## config.mk

```make
export PLATFORM = sky130hd
export DESIGN_NAME = travel_plan_seq_flat
export DESIGN_NICKNAME = d
export VERILOG_FILES = /design/src/rtl/travel_plan_seq_if.sv /design/src/rtl/travel_plan_seq.sv /design/src/flat_wrapper.sv
export SDC_FILE = /design/constraint.sdc
export NUM_CORES = 1
export LEC_CHECK = 0
export ABC_AREA = 0
export CORE_AREA = 8 8 85 87
export CTS_CLUSTER_DIAMETER = 200
export DETAILED_ROUTE_END_ITERATION = 12
export DIE_AREA = 0 0 93 95
export PLACE_DENSITY_LB_ADDON = 0.05
export SETUP_SLACK_MARGIN = 0.3
export SKIP_CTS_REPAIR_TIMING = 1
export SLEW_MARGIN = 20
export SYNTH_ARGS = -nofsm -noshare
export SYNTH_HDL_FRONTEND = slang
export SYNTH_SLANG_ARGS = --single-unit
export TNS_END_PERCENT = 50
```

## constraint.sdc

```tcl
create_clock -name clk -period 2.7 [get_ports clk]
set_input_delay 0.54 -clock clk [delete_from_list [all_inputs] [get_ports clk]]
set_output_delay 0.54 -clock clk [all_outputs]
set_load 0.1 [all_outputs]
```

## src/rtl/travel_plan_seq_if.sv

```systemverilog
// Command handshake between the UART wrapper (master) and the travel plan
// sequencer (slave): a level-valid plan word acknowledged by a one-cycle clear.
interface travel_plan_seq_if;
  logic [15:0] cmd;
  logic        cmd_rdy;
  logic        clr_cmd_rdy;

  modport master (output cmd, output cmd_rdy, input clr_cmd_rdy);
  modport slave  (input cmd, input cmd_rdy, output clr_cmd_rdy);
endinterface

```

## src/rtl/travel_plan_seq.sv

```systemverilog
// Maze runner plan sequencer: steps through eight 2-bit turn codes, one per
// confirmed line gap, and stops with the buzzer on when a bump switch closes.
module travel_plan_seq #(
  parameter int                 GAP_CLKS    = 4096,
  parameter int                 SETTLE_CLKS = 65536,
  parameter logic signed [11:0] VEER_OFF    = 12'sd340,
  parameter logic signed [11:0] TURN_OFF    = -12'sd1360,
  parameter int                 CNT_W       = 17
) (
  input  logic                clk,
  input  logic                rst_n,
  travel_plan_seq_if.slave    cmd_bus,
  input  logic                line_present,
  input  logic                BMPL_n,
  input  logic                BMPR_n,
  output logic                go,
  output logic signed [11:0]  steer_off,
  output logic                buzz_en,
  output logic                plan_done,
  output logic [2:0]          state_dbg
);

  typedef enum logic [2:0] {
    IDLE   = 3'd0,
    RUN    = 3'd1,
    TURN   = 3'd2,
    SETTLE = 3'd3,
    BUMPED = 3'd4
  } state_t;

  localparam logic [CNT_W-1:0] GAP_LAST    = CNT_W'(GAP_CLKS - 1);
  localparam logic [CNT_W-1:0] SETTLE_LAST = CNT_W'(SETTLE_CLKS - 1);

  state_t           state;
  logic [15:0]      plan;
  logic [3:0]       idx;
  logic [CNT_W-1:0] cnt;
  logic             clr_q;
  logic             bump_hit;

  function automatic logic signed [11:0] code_off(input logic [1:0] code);
    case (code)
      2'b01:   return VEER_OFF;
      2'b10:   return -VEER_OFF;
      2'b11:   return TURN_OFF;
      default: return 12'sd0;
    endcase
  endfunction

  function automatic logic [CNT_W-1:0] sat_inc(input logic [CNT_W-1:0] v);
    return (v == '1) ? v : v + 1'b1;
  endfunction

  // Bumps only matter while the runner is moving; IDLE and BUMPED ignore them.
  assign bump_hit = (!BMPL_n || !BMPR_n) &&
                    (state == RUN || state == TURN || state == SETTLE);

  assign cmd_bus.clr_cmd_rdy = clr_q;
  assign state_dbg           = state;

  // NOTE: every register here is updated with <= so all next-state values are
  // computed from the same pre-edge snapshot, regardless of statement order.
  always_ff @(posedge clk or negedge rst_n) begin
    if (!rst_n) begin
      state     <= IDLE;
      plan      <= '0;
      idx       <= '0;
      cnt       <= '0;
      clr_q     <= 1'b0;
      go        <= 1'b0;
      steer_off <= '0;
      buzz_en   <= 1'b0;
      plan_done <= 1'b0;
    end else begin
      clr_q     <= 1'b0;
      plan_done <= 1'b0;
      if (bump_hit) begin
        state     <= BUMPED;
        go        <= 1'b0;
        steer_off <= '0;
        buzz_en   <= 1'b1;
        cnt       <= '0;
      end else begin
        unique case (state)
          IDLE, BUMPED: begin
            if (cmd_bus.cmd_rdy) begin
              plan      <= cmd_bus.cmd;
              idx       <= '0;
              cnt       <= '0;
              clr_q     <= 1'b1;
              go        <= 1'b1;
              steer_off <= '0;
              buzz_en   <= 1'b0;
              state     <= RUN;
            end
          end
          RUN: begin
            if (line_present) begin
              cnt <= '0;
            end else if (cnt == GAP_LAST) begin
              steer_off <= code_off(plan[1:0]);
              plan      <= plan >> 2;
              idx       <= idx + 4'd1;
              cnt       <= '0;
              state     <= TURN;
            end else begin
              cnt <= sat_inc(cnt);
            end
          end
          TURN: begin
            if (line_present) begin
              cnt   <= '0;
              state <= SETTLE;
            end
          end
          SETTLE: begin
            if (!line_present) begin
              cnt   <= '0;
              state <= TURN;
            end else if (cnt == SETTLE_LAST) begin
              steer_off <= '0;
              cnt       <= '0;
              if (idx == 4'd8) begin
                plan_done <= 1'b1;
                go        <= 1'b0;
                state     <= IDLE;
              end else begin
                state <= RUN;
              end
            end else begin
              cnt <= sat_inc(cnt);
            end
          end
          default: state <= IDLE;
        endcase
      end
    end
  end

endmodule

```

## src/flat_wrapper.sv

```systemverilog
// flat-port wrapper written by rule: the top's interface ports become plain ports
module travel_plan_seq_flat 
#(
  parameter int                 GAP_CLKS    = 4096,
  parameter int                 SETTLE_CLKS = 65536,
  parameter logic signed [11:0] VEER_OFF    = 12'sd340,
  parameter logic signed [11:0] TURN_OFF    = -12'sd1360,
  parameter int                 CNT_W       = 17
)
  (clk, rst_n, line_present, BMPL_n, BMPR_n, go, steer_off, buzz_en, plan_done, state_dbg, cmd_bus_cmd, cmd_bus_cmd_rdy, cmd_bus_clr_cmd_rdy);
  travel_plan_seq_if cmd_bus_i ();
  input  logic clk;
  input  logic rst_n;
  input  logic line_present;
  input  logic BMPL_n;
  input  logic BMPR_n;
  output logic go;
  output logic signed [11:0] steer_off;
  output logic buzz_en;
  output logic plan_done;
  output logic [2:0] state_dbg;
  input wire logic [$bits(cmd_bus_i.cmd)-1:0] cmd_bus_cmd;
  input wire logic [$bits(cmd_bus_i.cmd_rdy)-1:0] cmd_bus_cmd_rdy;
  output wire logic [$bits(cmd_bus_i.clr_cmd_rdy)-1:0] cmd_bus_clr_cmd_rdy;
  assign cmd_bus_i.cmd = cmd_bus_cmd;
  assign cmd_bus_i.cmd_rdy = cmd_bus_cmd_rdy;
  assign cmd_bus_clr_cmd_rdy = cmd_bus_i.clr_cmd_rdy;
  travel_plan_seq #(.GAP_CLKS(GAP_CLKS), .SETTLE_CLKS(SETTLE_CLKS), .VEER_OFF(VEER_OFF), .TURN_OFF(TURN_OFF), .CNT_W(CNT_W)) u_core (.clk(clk), .rst_n(rst_n), .cmd_bus(cmd_bus_i), .line_present(line_present), .BMPL_n(BMPL_n), .BMPR_n(BMPR_n), .go(go), .steer_off(steer_off), .buzz_en(buzz_en), .plan_done(plan_done), .state_dbg(state_dbg));
endmodule
```

**Word-level counts from Yosys, hierarchy flattened**

Index checks and enable logic that the tools add are counted.
Widths: inputs -> output; s select.

- Word-level logic and storage cells: 105
- Input port bits: 22
- Output and inout port bits: 19
- Register bits after elaboration: 56

- Eq/ne operators: 22
- Bitwise gates (word level): 1
- Multiplexer cells: 51
- Reductions and logical operators: 20
- Add/sub/neg operators: 2

Operators by type and width:

| cell | number |
|---|---|
| $mux 17 | 8 |
| $mux 12 | 6 |
| $pmux 12 s3 | 2 |
| $pmux 17 s4 | 1 |
| $mux 16 | 3 |
| $pmux 16 s2 | 1 |
| $mux 3 | 7 |
| $ne 3x2->1 const B | 7 |
| $add 17x1->17 const B | 1 |
| $eq 17x12->1 const B | 1 |
| $eq 17x16->1 const B | 1 |
| $eq 17x17->1 const B | 1 |
| $mux 1 | 17 |
| $reduce_and 5->1 | 3 |
| $mux 4 | 3 |
| $pmux 3 s4 | 1 |
| $pmux 4 s2 | 1 |
| $eq 3x2->1 const B | 2 |
| $ne 2x2->1 const B | 3 |
| $reduce_and 6->1 | 1 |
| $reduce_bool 2->1 | 3 |
| $reduce_bool 5->1 | 1 |
| $add 4x1->4 const B | 1 |
| $eq 2x2->1 const B | 2 |
| 16 further kinds | 19 |

**Longest topological paths before layout**

Gate-level depths: netlist of run 1.

- Word-level depth: 6
- Mapped depth: 8
- Mapped depth without buffers: 6

**Worst setup path before layout of run 1**

Ideal clock, no wire load.

- Path type: reg-to-reg
- Start point: register u_core.state[1], in the netlist u_core.state_dbg[1]
- End point: register u_core.cnt[9]
- Data required time: 2.627 ns
- Cell stages (with the launch flop): 8
- Setup time: 0.073 ns
- Setup slack: 0.030 ns
- Data arrival time: 2.597 ns
- Period minus slack after synthesis: 2.670 ns
- Cells stage by stage: dfrtp_1 > buf_6 > or3b_1 > buf_6 > o211a_2 > or4b_1 > or3_1 > a21oi_2

- Longest elaborated chain between the ends: 6

RTL lines:

| what | line | text |
|---|---|---|
| from (decl) | travel_plan_seq.sv:34 | `state_t state;` |
| from (signal assigned) | travel_plan_seq.sv:65 | `state <= IDLE;` |
| from (signal assigned) | travel_plan_seq.sv:78 | `state <= BUMPED;` |
| from (signal assigned) | travel_plan_seq.sv:94 | `state <= RUN;` |
| $eq 3x1->1 or $eq 3x2->1 (tied branches) | travel_plan_seq.sv:56, travel_plan_seq.sv:84 |  |
| $logic_or 1x1->1 (2 in series) | travel_plan_seq.sv:56 | `(state == RUN \|\| state == TURN \|\| state == SETTLE);` |
| $logic_and 1x1->1 | travel_plan_seq.sv:55 | `assign bump_hit = (!BMPL_n \|\| !BMPR_n) &&` |
| $ne 3x2->1 (no line) or $reduce_bool 5->1 (tied branches) | n/a |  |
| $reduce_and 3->1 (no line) | n/a |  |
| to (signal assigned) | travel_plan_seq.sv:107 | `cnt <= sat_inc(cnt);` |
| to (signal assigned) | travel_plan_seq.sv:131 | `cnt <= sat_inc(cnt);` |
| to (decl) | travel_plan_seq.sv:37 | `logic [CNT_W-1:0] cnt;` |

Several ways; a longest one is shown, not always the timed one.
A chain may end at the register's enable or synchronous reset.

**Worst setup path in the final report of run 1**

- Start point: input cmd_bus_cmd_rdy
- End point: register u_core.cnt[9]

- Longest elaborated chain between the ends: 2

RTL lines:

| what | line | text |
|---|---|---|
| from (decl) | flat_wrapper.sv:23 | `input wire logic [$bits(cmd_bus_i.cmd_rdy)-1:0] cmd_bus_cmd_rdy;` |
| $ne 3x2->1 (no line) | n/a |  |
| $reduce_and 3->1 (no line) | n/a |  |

No other way between the ends.

==> reports/results.txt, run 1 <==
f_max: 430 MHz
run status: finished, final reports clean
total power: 3300 µW
mux contribution to synthesized area: 0.0620
TritonCTS clock tree: done
total gr overflow: 0
Post-synth top flop: dfrtp_1
Synth Area in Compound Gates: 0.210
Post-Syn Instances: 303
internal power: 1820 µW
Clk network pwr share: 0.162
Ant. Diodes: 0
Seq cells post-synth: 49
die area: 8840 µm²
Clock Tree Buf Depth: 2
Iteration-0 DRC Markers: 142
Root Driver: clkbuf_8
Flop pwr share: 0.331
RSZ-0062 raised after global routing: yes
latest clock arrival within the worst-skew pair: 0.31 ns
Netlist cell types: 58
fin util: 0.610
H-tree Lvls: 2
Worst setup SP type: input pin
Site Rows: 28
global-route wire length before repair: 11.9 mm
most common cell after layout, fill and taps aside: dfrtp_1
final worst path period need: 2.33 ns
Net Sw Frac: 0.449
Hold Crit Class: in -> async
TritonRoute pass-1 iters: 4
TritonCTS buffer count: 5
Hold Slack: 0.204 ns
max cap viols: 0
Yosys warning count: 0
mean post-synth cell area: 9.66 µm²
crit-path max cell delay: 0.52 ns
Slew HR: 0.644
DIE WIDTH: 93 µm
Comb power frac: 0.506
routed vias: 2421
Clock transition at path regs: 0.09 ns
core area: 5820 µm²
most frequent cells in the layout: dfrtp_1 (46), buf_4 (36), o21ai_0 (30)
R2R setup slack: 0.45 ns
slowest CP cell: or4b_1
Max Fanout on Critical Path: 5
FF-to-FF End: u_core.cnt[7]
Via density: 5.70
Switching Power: 1480 µW
placer congestion estimate: 0.884
share of layout cells above drive strength 1: 0.197
die height: 95 µm
endpoints failing setup: 0
endpoints failing hold: 0
largest net degree at the start of global routing: 28
all-layer global routing usage: 0.166
initial antenna violation count: 0
DRC: 0
sequential-to-total area share from yosys stat: 0.419
Final nets: 380
area leader, netlist: dfrtp_1
main combinational cell family by area after synthesis: compound AO/OA/AOI/OAI gates
worst clock skew: 0.0105 ns
Setup crit end kind: register
worst path cell trace: clkdlybuf4s50_1, or3b_1, o211a_2, or4b_1, or3_1, a21oi_2
Synth Area in XOR/XNOR: 0.0239
WP data arrival: 2.57 ns
Leak: 0.00155 µW
Layout area overhead: 21.2%
DRT antenna net count: 0
asr flop ratio synth: 1.00
critical path required time: 2.94 ns
top cell type's share of synthesized area: 0.419
Final period util: 0.862
adder-cell area share of the yosys netlist: 0.0385
Netlist Area Pre-Place: 2930 µm²
Clock Sinks: 49
critical path class: in -> reg
worst r2r src: u_core.cnt[0]
VDD IR max: 683 µV
Worst-Margin Slew: 0.533 ns
vias in the first global route: 2393
Post-Synth Simple-Gate Area: 0.184
# port buffers: 38
max-slew violation count: 0
DP Wirelength: 5.12 mm
Reg2Reg Depth: 7
Post-synth EDFFs: 0
Power Density: 930 nW/µm²
initial core utilization: 0.503
Post-Route WL: 6.80 mm
per-cell routed wire length: 16.0 µm
IO Count: 41
synth top area cells: dfrtp_1 (42%), mux2i_1 (5.8%), o21ai_0 (5.1%)
==> registers in the layout, indices dropped and copies added (netlist names) <==
name,cells
u_core.plan,16
u_core.steer_off,5
u_core.cnt,17
u_core.go,1
u_core.plan_done,1
u_core.state_dbg,3
u_core.idx,4
u_core.cmd_bus.clr_cmd_rdy,1
u_core.buzz_en,1
==> metal layers <==
| metal | vias to the layer above | GRT usage | wire (µm) |
|---|---|---|---|
| li1 | 1199 | - | - |
| met1 | 1136 | 0.240 | 3230 |
| met2 | 78 | 0.234 | 2990 |
| met3 | 8 | 0.0405 | 493 |
| met4 | 0 | 0.0564 | 89 |
| met5 | - | 0 | 0 |
==> worst max-delay path, delay by kind of cell <==
kind / cells / cell delay [ns]
and+or+nand+nor: 3 / 1.23
buffers and inverters: 1 / 0.47
AOI/OAI and AO/OA: 2 / 0.32
==> area by class of cell <==
| type | instances | area [µm²] |
|---|---|---|
| fill | 535 | 2270 |
| multi-input combinational | 219 | 1540 |
| sequential | 49 | 1230 |
| timing repair buffer | 59 | 515 |
| tap | 75 | 93.8 |
| clock buffer | 5 | 68.8 |
| inverter | 15 | 56.3 |
| clock inverter | 3 | 43.8 |
==> metrics by stage <==
stage	instance area [µm²]	std cells	setup TNS (ns)	setup slack, ns
floorplan	2930	304	0	0.240
global placement	3400	415	0	0.00119
detailed placement	3400	415	-0.0421	-0.0227
CTS	3510	423	0	0.154
global route	3550	425	0	0.287
finish	3550	425	0	0.372
==> cells in the mapped netlist, types with 3 or more instances <==
| cell type | n |
|---|---|
| ha_1 | 9 |
| nand3_1 | 10 |
| nor3_2 | 3 |
| or2_2 | 4 |
| mux2i_1 | 17 |
| dfrtp_1 | 49 |
| clkbuf_1 | 10 |
| o311a_1 | 3 |
| nor3_1 | 7 |
| a21oi_1 | 8 |
| inv_1 | 15 |
| a21o_1 | 8 |
| o211ai_1 | 9 |
| or3_1 | 4 |
| nand4_1 | 6 |
| a31oi_1 | 3 |
| nor2_1 | 20 |
| nand2_1 | 14 |
| xor2_1 | 7 |
| o21ai_0 | 30 |
| buf_4 | 7 |
| nand2b_1 | 6 |
| nand4b_1 | 3 |
==> cells by family after synthesis <==
kind of cell,Yosys count
simple gates,94
compound gates,88
flops,49
buf+inv,36
mux,18
fa+ha+maj,9
xor+xnor,8
other cells,1
==> power by group through the flow <==
stage          Combinational (µW)  Sequential [µW]  Clock [µW]
2_1_floorplan                 932             1360           0
3_3_place_gp                 1610             1100           0
3_5_place_dp                 1630             1110           0
4_1_cts                      1630             1090         550
5_1_grt                      1820             1130         570
6_report                     1670             1090         535
==> worst max-delay path by stage <==
stage | startpoint | endpoint | slack [ns] | depth (start not counted)
final | cmd_bus_cmd_rdy | u_core.cnt[9] | 0.37 | 6
after global placement | line_present | u_core.cnt[15] | 0.001 | 5
after global routing | BMPL_n | u_core.cnt[9] | 0.29 | 6
after floorplan | u_core.state_dbg[1] | u_core.cnt[9] | 0.24 | 7
after detailed placement | line_present | u_core.cnt[15] | -0.02 | 5
after CTS | u_core.cnt[12] | u_core.cnt[15] | 0.15 | 5
(Power assumes the default switching activity.)
==> run 2, diff against run 1 <==
--- a/config.mk
+++ b/config.mk
@@ -10,7 +10,7 @@
 export CTS_CLUSTER_DIAMETER = 200
 export DETAILED_ROUTE_END_ITERATION = 12
 export DIE_AREA = 0 0 93 95
-export PLACE_DENSITY_LB_ADDON = 0.05
+export PLACE_DENSITY_LB_ADDON = 0.08
 export SETUP_SLACK_MARGIN = 0.3
 export SKIP_CTS_REPAIR_TIMING = 1
 export SLEW_MARGIN = 20
==> run 2 against run 1 <==
  * Via count grew 0.25%
  * Utilization shrank 0.19 points
  * Non-clock buffer count shrank 1
  * Clock power shrank 14%
  * Sequential cell count is the same
  * Register-to-register slack is essentially flat
  * Sequential power is essentially flat
  * Cell area shrank 0.32%
  * Highest routed layer unchanged
  * Sequential share of layout area grew 0.11 points
  * Critical path depth is the same
==> reports/results.txt, run 2 (same netlist as run 1, synthesis figures left out) <==
DRC: 0 (unchanged)
Worst setup SP type: input pin
core area: 5820 µm² (unchanged)
worst path cell trace: clkdlybuf4s50_1, and3b_1, o211a_2, or4b_1, or3_1, a21oi_2
initial core utilization: 0.503 (unchanged)
number of flip-flops in the largest register: 17 (unchanged)
Worst-Margin Slew: 0.557 ns (+0.0239 ns)
fin util: 0.608 (-0.00194)
slowest CP cell: clkdlybuf4s50_1
VDD IR max: 624 µV (-8.7%)
final worst path period need: 2.36 ns (+0.0335 ns)
initial antenna violation count: 0 (unchanged)
Clock Sinks: 49 (unchanged)
Layout fillers: 541 (+1.1%)
H-tree Lvls: 2 (unchanged)
Layout area overhead: 20.8%
Final nets: 379 (-0.26%)
placer congestion estimate: 0.891 (+0.78%)
most flop-heavy register: u_core.cnt
f_max: 424 MHz (-1.4%)
endpoints failing hold: 0 (unchanged)
endpoints failing setup: 0 (unchanged)
max-slew violation count: 0 (unchanged)
Setup crit end kind: register
RSZ-0062 raised after global routing: yes
final setup margin: 0.339 ns (-0.0335 ns)
final std cells w/o fill: 424 (-0.24%)
most frequent cells in the layout: dfrtp_1 (46), buf_4 (35), o21ai_0 (30)
worst clock skew: 0.00872 ns (-0.00179 ns)
share of layout cells above drive strength 1: 0.195 (-0.00230)
DP Wirelength: 5.06 mm (-1.2%)
TritonCTS clock tree: done
Root Driver: clkbuf_8
Hold Slack: 0.213 ns (+0.00935 ns)
Max Fanout on Critical Path: 5 (unchanged)
Clock transition at path regs: 0.10 ns (about the same)
WP data arrival: 2.60 ns (+0.03 ns)
most common cell after layout, fill and taps aside: dfrtp_1
all-layer global routing usage: 0.161 (-0.00441)
Via density: 5.72 (+0.48%)
Site Rows: 28 (unchanged)
largest net degree at the start of global routing: 27 (-3.6%)
DRT antenna net count: 0 (unchanged)
latest clock arrival within the worst-skew pair: 0.30 ns (about the same)
IO Count: 41 (unchanged)
per-cell routed wire length: 16.2 µm (+0.96%)
Leak: 0.00154 µW (-0.74%)
Hold Crit Class: in -> async
vias in the first global route: 2439 (+1.9%)
run status: finished, final reports clean
DIE WIDTH: 93 µm (unchanged)
Regs by FF count: u_core.cnt x17, u_core.plan x16, u_core.steer_off x5
die area: 8840 µm² (unchanged)
Ant. Diodes: 0 (unchanged)
Clock Tree Buf Depth: 2 (unchanged)
Iteration-0 DRC Markers: 160 (+13%)
Post-Route WL: 6.85 mm (+0.72%)
TritonRoute pass-1 iters: 4 (unchanged)
routed vias: 2427 (+0.25%)
Cells after DPL: 415 (unchanged)
Final period util: 0.875 (+0.0124)
total gr overflow: 0 (unchanged)
TritonCTS buffer count: 5 (unchanged)
dpl ws: -0.0652 ns (-0.0425 ns)
die height: 95 µm (unchanged)
# port buffers: 38 (unchanged)
critical path required time: 2.94 ns (about the same)
Power Density: 912 nW/µm² (-1.9%)
Slew HR: 0.628 (-0.0160)
crit-path max cell delay: 0.53 ns (about the same)
total power: 3220 µW (-2.3%)
critical path class: in -> reg
global-route wire length before repair: 11.7 mm (-1.7%)
max cap viols: 0 (unchanged)
## run 2: cell count changes in the layout (fill, tap and decap cells not counted)
cell       change
clkbuf_8       +1
a2111oi_2      -1
clkinv_4       +1
bufinv_16      -1
a2111oi_4      +1
inv_6          -1
buf_4          -1
## run 2: routing by layer
| metal | global-route usage | routed length, µm |
|---|---|---|
| met1 | 0.228 | 3400 |
| met2 | 0.246 | 2900 |
| met3 | 0.0302 | 482 |
| met4 | 0.0443 | 72 |
| met5 | 0 | 0 |
## run 2: final timing paths
path,startpoint,endpoint,slack (ns),depth (start not counted)
worst min-delay path,rst_n,u_core.cnt[5],0.21,1
min in group clk,u_core.steer_off[4],u_core.steer_off[4],0.50,1
worst max register to register,u_core.cnt[0],u_core.cnt[13],0.45,7
worst max-delay path,line_present,u_core.cnt[9],0.34,6
worst min register to register,u_core.steer_off[4],u_core.steer_off[4],0.50,1
max in group asynchronous,rst_n,u_core.plan[5],1.95,2
## run 2: final cells by class
type	count	area, µm²	share of cell area
well taps	75	93.8	0.0265
clock buffers	6	82.6	0.0234
clock inverters	2	13.8	0.00389
flip-flops and latches	49	1230	0.348
multi-input cells	219	1550	0.439
repair buffers	58	508	0.144
inverters	15	56.3	0.0159
## run 2: critical path: cells and delay by family
family	cells	cell delay [ns]
buf+inv	1	0.53
simple gates	3	1.08
compound gates	2	0.45
## run 2: stage by stage
step	setup TNS (ns)	instance area, µm²
6_report	0	3540
5_1_grt	0	3540
4_1_cts	0	3490
3_5_place_dp	-0.127	3400
3_3_place_gp	-0.0391	3400
2_1_floorplan	0	2930
## run 2: report_power, final
group	internal, µW	switching, µW
sequential	923	170
clock	208	251
combinational	614	1060
